===== src/rtl/store_buffer_pkg.sv =====
// store_buffer_pkg: shared sizes, entry layout and helpers for the posted-write
// store buffer (store_buffer) and its load-match unit (sb_match).
package store_buffer_pkg;

    localparam int SB_DEPTH = 4;
    localparam int SB_AW    = 32;
    localparam int SB_DW    = 32;

    // One buffered store; address is held at word granularity.
    typedef struct packed {
        logic              valid;
        logic [SB_AW-1:2]  addr;
        logic [SB_DW-1:0]  data;
    } sb_entry_t;

    // Pointer width for a buffer of n entries (n is a power of two, >= 2).
    function automatic int sb_clog2(input int n);
        int w;
        w = 0;
        while ((1 << w) < n) begin
            w++;
        end
        return w;
    endfunction

    // Word address of a byte address; loads and stores match on this slice.
    function automatic logic [SB_AW-3:0] sb_word_addr(input logic [SB_AW-1:0] byte_addr);
        return byte_addr[SB_AW-1:2];
    endfunction

endpackage


===== src/rtl/sb_match.sv =====
// sb_match: compares a load word address against every buffered store and
// returns the youngest matching entry (closest to the write pointer).
// Only entries within [rd_ptr, rd_ptr+count) that are marked valid can match.
module sb_match
    import store_buffer_pkg::*;
#(
    parameter int DEPTH = SB_DEPTH,
    parameter int WAW   = SB_AW - 2,
    parameter int DW    = SB_DW,
    parameter int PW    = sb_clog2(SB_DEPTH)
) (
    input  logic [DEPTH-1:0]     valid,
    input  logic [DEPTH*WAW-1:0] addr_flat,
    input  logic [DEPTH*DW-1:0]  data_flat,
    input  logic [PW-1:0]        rd_ptr,
    input  logic [PW:0]          count,
    input  logic [WAW-1:0]       ld_word,
    output logic                 hit,
    output logic [DW-1:0]        data
);

    logic [DEPTH-1:0] slot_match;
    logic [PW-1:0]    idx;

    // One comparator per physical slot.
    generate
        for (genvar gi = 0; gi < DEPTH; gi++) begin : g_cmp
            assign slot_match[gi] = valid[gi] && (addr_flat[gi*WAW +: WAW] == ld_word);
        end
    endgenerate

    // Walk oldest to youngest so that a younger match overrides an older one.
    always_comb begin
        hit  = 1'b0;
        data = '0;
        idx  = rd_ptr;
        for (int k = 0; k < DEPTH; k++) begin
            idx = rd_ptr + PW'(k);
            if ((k < int'(count)) && slot_match[idx]) begin
                hit  = 1'b1;
                data = data_flat[int'(idx)*DW +: DW];
            end
        end
    end

endmodule


===== src/rtl/store_buffer.sv =====
// store_buffer: posted-write FIFO between the MEM stage and data memory.
// Stores are accepted in one cycle and drained in order, one per cycle,
// whenever a load is not using the memory port. Loads are checked against
// pending stores so they never observe stale memory.
// Optional macro STORE_BUF_FWD_EN: forward the youngest matching store to the
// load instead of stalling it.
module store_buffer
    import store_buffer_pkg::*;
#(
    parameter int DEPTH = SB_DEPTH,
    parameter int AW    = SB_AW,
    parameter int DW    = SB_DW
) (
    input  logic          clk,
    input  logic          rst_n,
    input  logic          st_valid,
    input  logic [AW-1:0] st_addr,
    input  logic [DW-1:0] st_data,
    output logic          st_ready,
    input  logic          ld_valid,
    input  logic [AW-1:0] ld_addr,
    output logic          ld_hit,
    output logic [DW-1:0] ld_data,
    output logic          ld_stall,
    output logic          dm_write,
    output logic [AW-1:0] dm_addr,
    output logic [DW-1:0] dm_wdata,
    output logic          empty
);

    localparam int          PW         = sb_clog2(DEPTH);
    localparam int          WAW        = AW - 2;
    localparam logic [PW:0] FULL_COUNT = (PW+1)'(DEPTH);

    // Storage and queue state.
    logic [DEPTH-1:0] valid_reg;
    logic [WAW-1:0]   addr_reg [DEPTH];
    logic [DW-1:0]    data_reg [DEPTH];
    logic [PW-1:0]    wr_ptr_reg;
    logic [PW-1:0]    rd_ptr_reg;
    logic [PW:0]      count_reg;

    // Registered memory-port drive.
    logic             dm_write_reg;
    logic [WAW-1:0]   dm_addr_reg;
    logic [DW-1:0]    dm_wdata_reg;

    logic             push;
    logic             pop;

    logic [DEPTH*WAW-1:0] addr_flat;
    logic [DEPTH*DW-1:0]  fwd_flat;
    logic                 match_hit;
    logic [DW-1:0]        match_data;

    // Byte offsets never participate in matching or in the memory address.
    logic unused_addr_bits;
    assign unused_addr_bits = ^{st_addr[1:0], ld_addr[1:0]};

    // Slot availability depends on registered count only: a same-cycle pop
    // does not open a slot for the incoming store.
    assign st_ready = (count_reg != FULL_COUNT);
    assign push     = st_valid && st_ready;
    assign pop      = (count_reg != '0) && !ld_valid;

    assign dm_write = dm_write_reg;
    assign dm_addr  = {dm_addr_reg, 2'b00};
    assign dm_wdata = dm_wdata_reg;
    assign empty    = (count_reg == '0) && !dm_write_reg;

    // Capture the incoming store into the slot at the write pointer.
    always_ff @(posedge clk) begin
        if (push) begin
            addr_reg[wr_ptr_reg] <= st_addr[AW-1:2];
            data_reg[wr_ptr_reg] <= st_data;
        end
    end

    // Per-slot valid bits: set on push, cleared when the slot drains.
    always_ff @(posedge clk or negedge rst_n) begin
        if (!rst_n) begin
            valid_reg <= '0;
        end else begin
            for (int i = 0; i < DEPTH; i++) begin
                if (push && (wr_ptr_reg == PW'(i))) begin
                    valid_reg[i] <= 1'b1;
                end else if (pop && (rd_ptr_reg == PW'(i))) begin
                    valid_reg[i] <= 1'b0;
                end
            end
        end
    end

    // Pointers wrap naturally at DEPTH (power of two); count tracks occupancy.
    always_ff @(posedge clk or negedge rst_n) begin
        if (!rst_n) begin
            wr_ptr_reg <= '0;
            rd_ptr_reg <= '0;
            count_reg  <= '0;
        end else begin
            if (push) begin
                wr_ptr_reg <= wr_ptr_reg + 1'b1;
            end
            if (pop) begin
                rd_ptr_reg <= rd_ptr_reg + 1'b1;
            end
            case ({push, pop})
                2'b10:   count_reg <= count_reg + 1'b1;
                2'b01:   count_reg <= count_reg - 1'b1;
                default: count_reg <= count_reg;
            endcase
        end
    end

    // Present the head entry to memory the cycle after it is popped.
    always_ff @(posedge clk or negedge rst_n) begin
        if (!rst_n) begin
            dm_write_reg <= 1'b0;
            dm_addr_reg  <= '0;
            dm_wdata_reg <= '0;
        end else begin
            dm_write_reg <= pop;
            if (pop) begin
                dm_addr_reg  <= addr_reg[rd_ptr_reg];
                dm_wdata_reg <= data_reg[rd_ptr_reg];
            end
        end
    end

    // Flatten slot contents for the match unit. Without forwarding the data
    // path is fed zeros, so the forwarding mux disappears.
    generate
        for (genvar gi = 0; gi < DEPTH; gi++) begin : g_flat
            assign addr_flat[gi*WAW +: WAW] = addr_reg[gi];
`ifdef STORE_BUF_FWD_EN
            assign fwd_flat[gi*DW +: DW] = data_reg[gi];
`else
            assign fwd_flat[gi*DW +: DW] = '0;
`endif
        end
    endgenerate

    sb_match #(
        .DEPTH (DEPTH),
        .WAW   (WAW),
        .DW    (DW),
        .PW    (PW)
    ) u_match (
        .valid     (valid_reg),
        .addr_flat (addr_flat),
        .data_flat (fwd_flat),
        .rd_ptr    (rd_ptr_reg),
        .count     (count_reg),
        .ld_word   (ld_addr[AW-1:2]),
        .hit       (match_hit),
        .data      (match_data)
    );

`ifdef STORE_BUF_FWD_EN
    assign ld_hit   = match_hit;
    assign ld_stall = 1'b0;
`else
    assign ld_hit   = 1'b0;
    assign ld_stall = match_hit;
`endif
    assign ld_data  = match_data;

endmodule


===== config.mk =====
export PLATFORM = sky130hd
export DESIGN_NAME = store_buffer
export DESIGN_NICKNAME = d
export VERILOG_FILES = /design/src/rtl/store_buffer_pkg.sv /design/src/rtl/sb_match.sv /design/src/rtl/store_buffer.sv
export SDC_FILE = /design/constraint.sdc
export NUM_CORES = 1
export LEC_CHECK = 0
export BUFFER_PORTS_ARGS = -buffer_cell sky130_fd_sc_hd__buf_2
export CORE_ASPECT_RATIO = 1.1
export CORE_UTILIZATION = 62
export DETAILED_ROUTE_END_ITERATION = 10
export PLACE_DENSITY = 0.86
export SLEW_MARGIN = 5
export SYNTH_ARGS = -nofsm -noshare
export SYNTH_HDL_FRONTEND = slang
export SYNTH_SLANG_ARGS = --single-unit
export TNS_END_PERCENT = 10

===== constraint.sdc =====
create_clock -name clk -period 5.2 [get_ports clk]
set_clock_uncertainty 0.2 [all_clocks]
set_input_delay 0.26 -clock clk [delete_from_list [all_inputs] [get_ports clk]]
set_output_delay 0.26 -clock clk [all_outputs]
set_load 0.05 [all_outputs]

; ---- Word level (Yosys, flattened, before mapping)
; Memory sizes are Yosys's and may differ from the RTL's. A register that Yosys moved wholly into a read port is not among the register bits.
; Index checks and enable logic that the tools add are counted.
[totals]
out_inout_bits = 101
n_memories = 2
regBits = 12
inputBits = 100
elab_cells = 100
ramBits = 248
[op_classes]
magnitude_cmp = 8
n_mux = 27
shift = 4
reduce_logical = 32
n_eq_ne = 13
add_sub_neg = 6
[memory_table]
columns = memory, words, word_bits, read_ports, rd_ports_with_merged_regs, wr, line
row1 = data_reg, 4, 32, 1, 1, 1, store_buffer.sv:38  ; logic [DW-1:0] data_reg [DEPTH];
row2 = addr_reg, 4, 30, 5, 1, 1, store_buffer.sv:37  ; logic [WAW-1:0] addr_reg [DEPTH];
[ops]
columns = cell, n
row1 = indexed part select 128 x 8 -> 32 bit (first input constant), 4
row2 = two-way mux 32 bit, 4
row3 = == test 30 bit, 4
row4 = logical AND 1 bit, 19
row5 = two-way mux 1 bit, 18
row6 = less-than comparator 2 x 3 -> 1 bit (second input constant), 4
row7 = == test 2 bit (second input constant), 5
row8 = nonzero test 2 bit, 5
row9 = binary-select mux 1 bit (select 2 bit), 4
row10 = == test 2 x 1 -> 1 bit (second input constant), 3
row11 = less-than comparator 1 x 3 -> 1 bit (first input constant), 2
row12 = less-than comparator 2 x 3 -> 1 bit (first input constant), 2
row13 = case mux 3 bit (2 select lines), 1
row14 = adder 2 x 1 -> 2 bit (second input constant), 2
row15 = adder 2 bit (second input constant), 2
row16 = logical NOT 1 bit, 4
row17 = logical NOT 2 bit, 2
row18 = adder 3 x 1 -> 3 bit (second input constant), 1
row19 = logical NOT 3 bit, 1
row20 = != test 3 bit (second input constant), 1
row21 = nonzero test 3 bit, 1
row22 = subtractor 3 x 1 -> 3 bit (second input constant), 1

; ---- Longest topological paths before layout
; Gate-level depths: netlist of the first run.
; An unclocked memory read counts as a cell.
[logic_depth]
ltp_word = 10
depth_mapped = 9
depth_no_buf = 9

; ---- Hierarchy
; A second synthesis of the first run with hierarchy kept.
[hier_totals]
cells_unflattened = 1200
area_unflattened_um2 = 18163.7
[modules_own_cells]
columns = module, area_per_inst_um2, instances, seq_area_each_um2, cells_per_inst
row1 = store_buffer, 12175.4, 1, 9298.9, 520
row2 = sb_match, 5988.2, 1, 0.0, 680

; ---- Worst setup path after synthesis of the first run
; OpenSTA, ideal clock, no wires.
[synth_path]
kind = register -> register
start = reg count_reg[0]
end = mem addr_reg[0][0] (netlist name) (enable)
path_buffers = 0
path_stages_with_launch = 5
setup_ns = 0.428
slack_ns = 1.807
synth_period_minus_slack_ns = 3.393
arrival_time_ns = 2.765
required_time_ns = 4.572
path_cell_list = dfrtp_1 inv_1 ha_1 nand2_1 and3_1
[synth_between]
elab_chain_cells = 4
[synth_lines]
columns = item, line
row1 = from (decl), store_buffer.sv:41  ; logic [PW:0] count_reg;
row2 = from (signal assigned), store_buffer.sv:108  ; 2'b10: count_reg <= count_reg + 1'b1;
row3 = from (signal assigned), store_buffer.sv:109  ; 2'b01: count_reg <= count_reg - 1'b1;
row4 = from (signal assigned), store_buffer.sv:110  ; default: count_reg <= count_reg;
row5 = != test 3 bit, store_buffer.sv:62  ; assign st_ready = (count_reg != FULL_COUNT);
row6 = net st_ready, store_buffer.sv:19  ; output logic st_ready,
row7 = logical AND 1 bit, store_buffer.sv:63  ; assign push = st_valid && st_ready;
row8 = two-way mux 1 bit, store_buffer.sv:73  ; if (push) begin
row9 = two-way mux 1 bit (not written as such), store_buffer.sv:74  ; addr_reg[wr_ptr_reg] <= st_addr[AW-1:2];
row10 = to (decl), store_buffer.sv:37
; The timed path passes the listed nets, and every way through them passes these cells.

; ---- Worst setup path in the final report of the first run
[layout_path]
start = reg rd_ptr_reg[0]
end = out ld_stall
[layout_between]
word_cells_on_any_way = 19
cone_classes = 3 x add/sub / 12 x mux / 4 x reduce/logical
[layout_rtl]
columns = item, line
row1 = from (decl), store_buffer.sv:40  ; logic [PW-1:0] rd_ptr_reg;
row2 = from (signal assigned), store_buffer.sv:105  ; rd_ptr_reg <= rd_ptr_reg + 1'b1;
row3 = adder 2 bit, sb_match.sv:38  ; idx = rd_ptr + PW'(k);
row4 = net u_match.idx[0], sb_match.sv:23  ; logic [PW-1:0] idx;
row5 = binary-select mux 1 bit (select 2 bit), sb_match.sv:39  ; if ((k < int'(count)) && slot_match[idx]) begin
row6 = two-way mux 1 bit (not written as such), sb_match.sv:39
row7 = logical AND 1 bit, sb_match.sv:39
row8 = two-way mux 1 bit, sb_match.sv:39
row9 = to (decl), store_buffer.sv:24  ; output logic ld_stall,
; The timed path passes the listed nets, and every way through them passes these cells. The select of a mux whose other input is x is not followed.

==> summary.md, run 1 <==
| Metric | Value |
|---|---|
| Total grt overflow | `0` |
| Postcts setup bufs | `0` |
| CP max-delay cell | `dfrtp_4` |
| Worst r2r src | `rd_ptr_reg[0]` |
| GRT Util Overall | `between 20% and 30%` |
| Critical path arrival | `between 3000 and 4000 ps` |
| CTS Buf Count | `31` |
| Status | `finished clean` |
| Area share of the largest cell type after synthesis | `around 54%` |
| Setup crit end kind | `primary output` |
| Chip width | `roughly 140 um` |
| Critical R2R Capture | `dm_addr_reg[26]` |
| Tmin final | `3820 ps` |
| Die area | `roughly 23000 um^2` |
| CTS tree | `done` |
| Worst-path clk slew | `around 60 ps` |
| Clock latency on the worst-skew pair | `approximately 550 ps` |
| Drt via density | `5.73` |
| Core Area | `~22000 um^2` |
| Crit-path max FO | `44` |
| Routability cong. | `0.844` |
| CTS Buffer Depth | `3` |
| Most used DFF post-synth | `edfxtp_1` |
| Post-synthesis cell area | `roughly 14000 um^2` |
| Nets@finish | `between 1000 and 1500` |
| Max Fclk | `roughly 0.26 GHz` |
| Max_cap viols | `0` |
| # setup viols final | `0` |
| Max reg flops | `128` |
| Setup_tns | `0 ps` |
| VDD IR max | `~0.44 mV` |
| Power per standard cell area | `~590 nW/um^2` |
| Final hold vios | `0` |
| Top sig layer | `met5` |
| Ys Warns | `0` |
| Static Leak | `about 6 nW` |
| Slew Limit Fails | `0` |
| Die height | `between 150 and 200 um` |
| Port Buffers | `161` |
| Worst-Margin Slew | `roughly 1100 ps` |
| Drt drc | `0` |
| Reg2Reg Depth | `3` |
| Root Buffer | `clkbuf_16` |
| Seq/Total Area, Yosys | `between 60% and 70%` |
| FF-to-FF setup slack | `around 2300 ps` |
| Wire length on met1 | `~12000 um` |
| Avg Cell Area, Syn | `~18 um^2` |
| Initial antenna violation count | `9` |
| RSZ-0062 raised after global routing | `no` |
| Largest net degree at the start of global routing | `75` |
| Routed WL | `29300 um` |
| Rows | `56` |
| Fillers | `1231` |
| Vias in the first global route | `between 7000 and 8000` |
| Post-route core utilization | `roughly 76%` |
| Crit path launch type | `register` |
| Tcrit/Tclk final | `73.5%` |
| Area growth from synthesis to layout | `18.6%` |
| Synth cell types | `32` |
| Routed Antenna Nets | `0` |
| Synthesized netlist cell count | `760` |
| First-pass detailed-route iteration total | `7` |
| CP peak stage delay | `just over 1000 ps` |
| First-pass GRT wire length | `between 40000 and 50000 um` |
| Met3 wire len | `a little over 2000 um` |
| EDFF count, synth | `248` |
| Relative slew slack | `27.1%` |
| Share of cells above drive strength 1 | `a little over a third` |
| Initial Utilization | `approximately 64%` |
| HPWL after DPL | `around 18000 um` |
| Crit Path Class | `reg -> out` |
| Via count | `~7400` |
| Synth top area cells | `edfxtp_1 (54%), dfrtp_1 (13%), mux4_2 (10%), xnor2_1 (7.9%), mux2_4 (3.3%)` |
| # resized after CTS | `0` |
| Hold Crit Class | `in -> async` |
| Worst Path Required | `4740 ps` |
| Wirelength per Cell | `around 23 um` |
| Leading area contributor after synthesis | `edfxtp_1` |
| Top-Level Pins | `roughly 200` |
| WL met2 | `roughly 15000 um` |
| Number of H-tree levels | `1` |
| Sink Count | `between 300 and 400` |
| First DRT Iteration DRCs | `488` |
| Asr flop ratio synth | `between 20% and 30%` |
| Crit-path cells | `inv_1 > ha_1 > o311ai_0 > o2111ai_1 > nand4_1 > buf_2` |
| Post-synthesis register bit count | `322` |
| Critical Path Source | `rd_ptr_reg[0]` |
-- logic make-up after synthesis --
group / Yosys count / synth area share, %
buf+inv: 96 / 4.19
other cells: 1 / 0.0271
simple gates: 61 / 2.49
xor+xnor: 125 / 7.92
compound gates: 17 / 0.923
flops: 322 / 67.2
mux: 125 / 16.0
fa+ha+maj: 13 / 1.18
-- critical path: cells and delay by family, from the launching register on --
family                     cells  cell delay [ps]
AOI/OAI and AO/OA              2              580
adders and majority gates      1              420
buffers and inverters          2              630
DFF                            1             1010
and+or+nand+nor                1              180
-- through the flow --
step | worst slack, ps | total power [W] | hold WS, ps | area [um^2] | cells
finish | 1380 | 0.00968 | 257 | 16400 | 1296
global route | 1180 | 0.0101 | 264 | 16400 | 1294
CTS | 1360 | 0.00971 | 243 | 16400 | 1289
detailed placement | 1980 | 0.00738 | 266 | 14700 | 1167
global placement | 2010 | 0.00730 | 258 | 14700 | 1167
floorplan | 1810 | 0.00662 | -236 | 14000 | 794
-- cell usage after synthesis, types with 2 or more instances --
master and n:
nor2_1 2, buf_4 35, a31oi_1 2, dfrtp_1 74, ha_1 13, o21ai_0 3
mux2_2 32, mux4_2 62, mux2_4 30, nor4_1 8, clkbuf_1 30, nand2_1 11
nand4_1 29, buf_2 12, o311ai_0 2, inv_1 9, and3_1 4, edfxtp_1 248
xnor2_1 125, nand3_1 4, a21o_1 4, o2111ai_1 4, buf_1 5, buf_12 4
-- how the worst max path moves through the flow --
stage,endpoint,slack (ps),cells past startpoint
final,ld_stall,1380,6
after global routing,ld_stall,1180,8
after CTS,ld_stall,1360,6
after detailed placement,ld_stall,1980,6
after global placement,ld_stall,2010,8
after floorplan,addr_reg[0][0],1810,4
-- layout make-up --
type                       instances  area [um^2]  share of cell area, %
antenna                            7         17.5                  0.107
clock buffer                      45          890                   5.43
clock inverter                    12          158                  0.961
inverter                           9         33.8                  0.206
multi-input combinational        376         4090                   25.0
sequential                       322         9300                   56.7
tap                              290          363                   2.21
timing repair buffer             235         1540                   9.39
-- repair_timing --
action / CTS / global route
hold buffers: 65 / 0
endpoints found under the hold margin: 325 / 0
endpoints found under the setup margin: 0 / 0
-- placed cells by master (no fill, tap or decap), types with 4 or more instances in the layout --
master and n:
clkbuf_16 32, buf_4 9, clkbuf_1 9, mux4_2 62
buf_2 160, dlygate4sd3_1 65, clkinv_2 6, nand2_1 11
nand3_1 4, clkbuf_8 4, inv_1 9, mux2_4 30
xnor2_1 125, nor4_1 8, ha_1 13, mux2_2 32
conb_1 35, dfrtp_1 72, bufinv_16 4, nand4_1 29
a21o_1 4, diode_2 7, o2111ai_1 4, edfxtp_1 248
-- power by group --
group	internal, W	total [W]	leakage [nW]	switching, W
Combinational	0.00136	0.00344	2.34	0.00208
Clock	0.00138	0.00229	0.517	0.000910
Sequential	0.00352	0.00395	3.13	0.000428
-- per-layer routing --
layer | vias up | GRT usage, %
met5 | - | 0
met1 | 3769 | 34.2
met4 | 6 | 7.82
li1 | 3254 | -
met2 | 338 | 45.3
met3 | 58 | 4.90
No activity file was read; power rests on OpenSTA's default activity.
==> run 2, diff against run 1 <==
- ABC_AREA: not set -> 1
- CORE_UTILIZATION: 62 -> 58
- PLACE_DENSITY: 0.86 -> 0.8
- clock period: 5.2 -> 3.9 ns (I/O delays scaled with it)
==> summary.md, run 2 <==
| Metric | Value |
|---|---|
| Status | `finished clean (unchanged)` |
| Crit-path max FO | `49 (was 44)` |
| Die height | `169 um (was 159 um)` |
| Most common cell in the netlist | `nand2_1 (was edfxtp_1)` |
| CP peak stage delay | `730 ps (was 1010 ps)` |
| CTS Buf Count | `34 (was 31)` |
| Relative slew slack | `33.9% (was 27.1%)` |
| Tmin final | `between 3000 and 4000 ps` |
| Initial Utilization | `59.5% (was 64.1%)` |
| Fillers | `1734 (was 1231)` |
| Crit-path cells | `clkinv_2 > ha_1 > a21oi_1 > a21oi_1 > nand2_1 > nand2_1 > inv_1 > nand2_1 > buf_2 (was inv_1 > ha_1 > o311ai_0 > o2111ai_1 > nand4_1 > buf_2)` |
| Tcrit/Tclk final | `93.4%` |
| # setup viols final | `0 (unchanged)` |
| Max Fclk | `between 0.2 and 0.3 GHz` |
| Crit Path Class | `reg -> out (unchanged)` |
| EDFF count, synth | `248 (unchanged)` |
| CP max-delay cell | `dfrtp_4 (unchanged)` |
| Postcts setup bufs | `0 (unchanged)` |
| Synth top area cells | `edfxtp_1 (51%), dfrtp_1 (13%), nand2_1 (8.5%), nor2_1 (6.1%), o21ai_0 (4.3%) (was edfxtp_1 (54%), dfrtp_1 (13%), mux4_2 (10%), xnor2_1 (7.9%), mux2_4 (3.3%))` |
| Routed WL | `36500 um (was 29300 um)` |
| Core Area | `24600 um^2 (was 21600 um^2)` |
| Worst-path clk slew | `60 ps (about the same)` |
| Die area | `25900 um^2 (was 22900 um^2)` |
| CTS Buffer Depth | `3 (unchanged)` |
| Area share of the largest cell type after synthesis | `50.8% (was 53.9%)` |
| Wirelength per Cell | `17.9 um (was 22.6 um)` |
| Synth cell types | `27 (was 32)` |
| Most frequent cells in the layout | `nand2_1 (333), edfxtp_1 (248), nor2_1 (240), buf_2 (160), inv_1 (135) (was edfxtp_1 (248), buf_2 (160), xnor2_1 (125), dfrtp_1 (72), dlygate4sd3_1 (65))` |
| Post-synthesis register bit count | `322 (unchanged)` |
| Max_cap viols | `0 (unchanged)` |
| Number of H-tree levels | `2 (was 1)` |
| RSZ-0062 raised after global routing | `no (unchanged)` |
| CTS tree | `done (unchanged)` |
| Drt via density | `5.42 (was 5.73)` |
| Top-Level Pins | `201 (unchanged)` |
| VDD IR max | `0.587 mV (was 0.440 mV)` |
| Hold Crit Class | `in -> async (unchanged)` |
| Total grt overflow | `0 (unchanged)` |
| Seq/Total Area, Yosys | `63.4% (was 67.2%)` |
| First-pass detailed-route iteration total | `5 (was 7)` |
| Port Buffers | `161 (unchanged)` |
| Drt drc | `0 (unchanged)` |
| Crit path launch type | `register (unchanged)` |
| Sink Count | `322 (unchanged)` |
| Most common cell after layout, fill and taps aside | `nand2_1 (was edfxtp_1)` |
| Critical path arrival | `3250 ps (was 3360 ps)` |
| Synthesized netlist cell count | `1490 (was 760)` |
| Rows | `60 (was 56)` |
| Worst Path Required | `3500 ps (was 4740 ps)` |
| Largest net degree at the start of global routing | `114 (was 75)` |
| Post-synthesis cell area | `14700 um^2 (was 13800 um^2)` |
| Max reg flops | `128 (unchanged)` |
| Worst-Margin Slew | `992 ps (was 1090 ps)` |
| Most frequent cells after synthesis | `nand2_1 (333), edfxtp_1 (248), nor2_1 (240), inv_1 (139), o21ai_0 (125) (was edfxtp_1 (248), xnor2_1 (125), dfrtp_1 (74), mux4_2 (62), buf_4 (35))` |
| Vias in the first global route | `10700 (was 7758)` |
| Via count | `11100 (was 7425)` |
| Most used DFF post-synth | `edfxtp_1 (unchanged)` |
| GRT Util Overall | `28.7% (was 26.3%)` |
| Chip width | `154 um (was 144 um)` |
| Slew Limit Fails | `0 (unchanged)` |
| Leading area contributor after synthesis | `edfxtp_1 (unchanged)` |
| Setup crit end kind | `primary output (unchanged)` |
| Nets@finish | `1817 (was 1088)` |
| Static Leak | `7.36 nW (was 5.99 nW)` |
| Routed Antenna Nets | `0 (unchanged)` |
| Setup_tns | `0 ps (unchanged)` |
| Initial antenna violation count | `5 (was 9)` |
| Area growth from synthesis to layout | `18.4% (was 18.6%)` |
| HPWL after DPL | `23000 um (was 17800 um)` |
| First-pass GRT wire length | `56500 um (was 43300 um)` |
| Final hold vios | `0 (unchanged)` |
| Clock latency on the worst-skew pair | `510 ps (was 550 ps)` |
| Post-route core utilization | `70.5% (was 76.0%)` |
| Asr flop ratio synth | `23.0% (unchanged)` |
| Power per standard cell area | `762 nW/um^2 (was 590 nW/um^2)` |
| Multi-input gate area | `4310 um^2 (was 4090 um^2)` |
| Root Buffer | `clkbuf_16 (unchanged)` |
| Crit path top cell by count | `nand2_1` |
| Avg Cell Area, Syn | `9.84 um^2 (was 18.2 um^2)` |
| First DRT Iteration DRCs | `873 (was 488)` |
| Routability cong. | `0.965 (was 0.844)` |
| Ys Warns | `0 (unchanged)` |
| Share of cells above drive strength 1 | `15.3% (was 34.7%)` |
| WHS | `170 ps (was 257 ps)` |
| Storage element area | `9300 um^2 (unchanged)` |
==> run 2: cell types whose count changed in the layout (fill, tap and decap cells not counted), sizes merged, moves of 93 or more <==
| cell | change |
|---|---|
| inv | +157 |
| nand2 | +322 |
| nor2 | +246 |
| o21ai | +122 |
| xnor2 | -93 |
==> run 2: power by group <==
part / internal (W) / switching, W / leakage, nW / total (W)
combinational: 0.00128 / 0.00360 / 3.73 / 0.00488
sequential: 0.00468 / 0.000567 / 3.10 / 0.00524
clock: 0.00186 / 0.00125 / 0.528 / 0.00311
total: 0.00781 / 0.00541 / 7.36 / 0.0132
==> run 2: per-stage QoR <==
stage | setup slack, ps | total power [W] | instance area [um^2] | instances
final | 259 | 0.0132 | 17400 | 2042
after global routing | 22.2 | 0.0139 | 17400 | 2042
after CTS | 314 | 0.0132 | 17300 | 2039
after detailed placement | 843 | 0.0101 | 15600 | 1913
after global placement | 891 | 0.00993 | 15600 | 1913
after floorplan | 578 | 0.00872 | 14800 | 1524
==> run 2: logic make-up (layout without fill, tap and decap cells) <==
group           Yosys count  in the layout  share of synthesized area, %
buf+inv                 265            470                          8.06
xor+xnor                 39             39                          2.33
other cells               1             38                        0.0256
fa+ha+maj                13             13                          1.11
flops                   322            322                          63.4
simple gates            601            601                          15.8
compound gates          249            249                          9.25
==> run 2: worst paths after layout <==
kind,start,end,slack [ps],cells after the start
max in group asynchronous,rst_n,rd_ptr_reg[0],2550,2
worst min-delay path,rst_n,dm_addr_reg[5],170,2
worst max-delay path,rd_ptr_reg[0],ld_stall,260,9
min in group clk,st_data[21],data_reg[3][21],240,2
worst max register to register,rd_ptr_reg[0],dm_addr_reg[0],1150,5
worst min register to register,valid_reg[0],valid_reg[0],300,2
==> run 2: metal layers <==
| metal | track usage (%) | share of wire [%] | vias to the layer above |
|---|---|---|---|
| li1 | - | - | 5262 |
| met1 | 35.5 | 38 | 5157 |
| met2 | 49.4 | 49 | 553 |
| met3 | 5.33 | 8.6 | 95 |
| met4 | 12.9 | 3.9 | 4 |
| met5 | 0 | 0.055 | - |
==> run 2: layout make-up <==
class | count | area share, %
clock inverter | 14 | 0.714
tap | 310 | 2.24
inverter | 171 | 3.71
timing repair buffer | 238 | 9.29
clock buffer | 47 | 5.54
multi-input combinational | 937 | 24.9
sequential | 322 | 53.6
antenna | 3 | 0.0433
==> run 2: worst max-delay path, delay by kind of cell (launching register included) <==
family | cells | cell delay [ps]
buffers and inverters | 3 | 940
DFF | 1 | 730
adders and majority gates | 1 | 630
AOI/OAI and AO/OA | 2 | 220
and+or+nand+nor | 3 | 200
==> run 2: timing repair <==
action                    4_1_cts  5_1_grt
hold buffers                   65        0
gates resized for setup         0        0
hold endpoints to repair      323        0
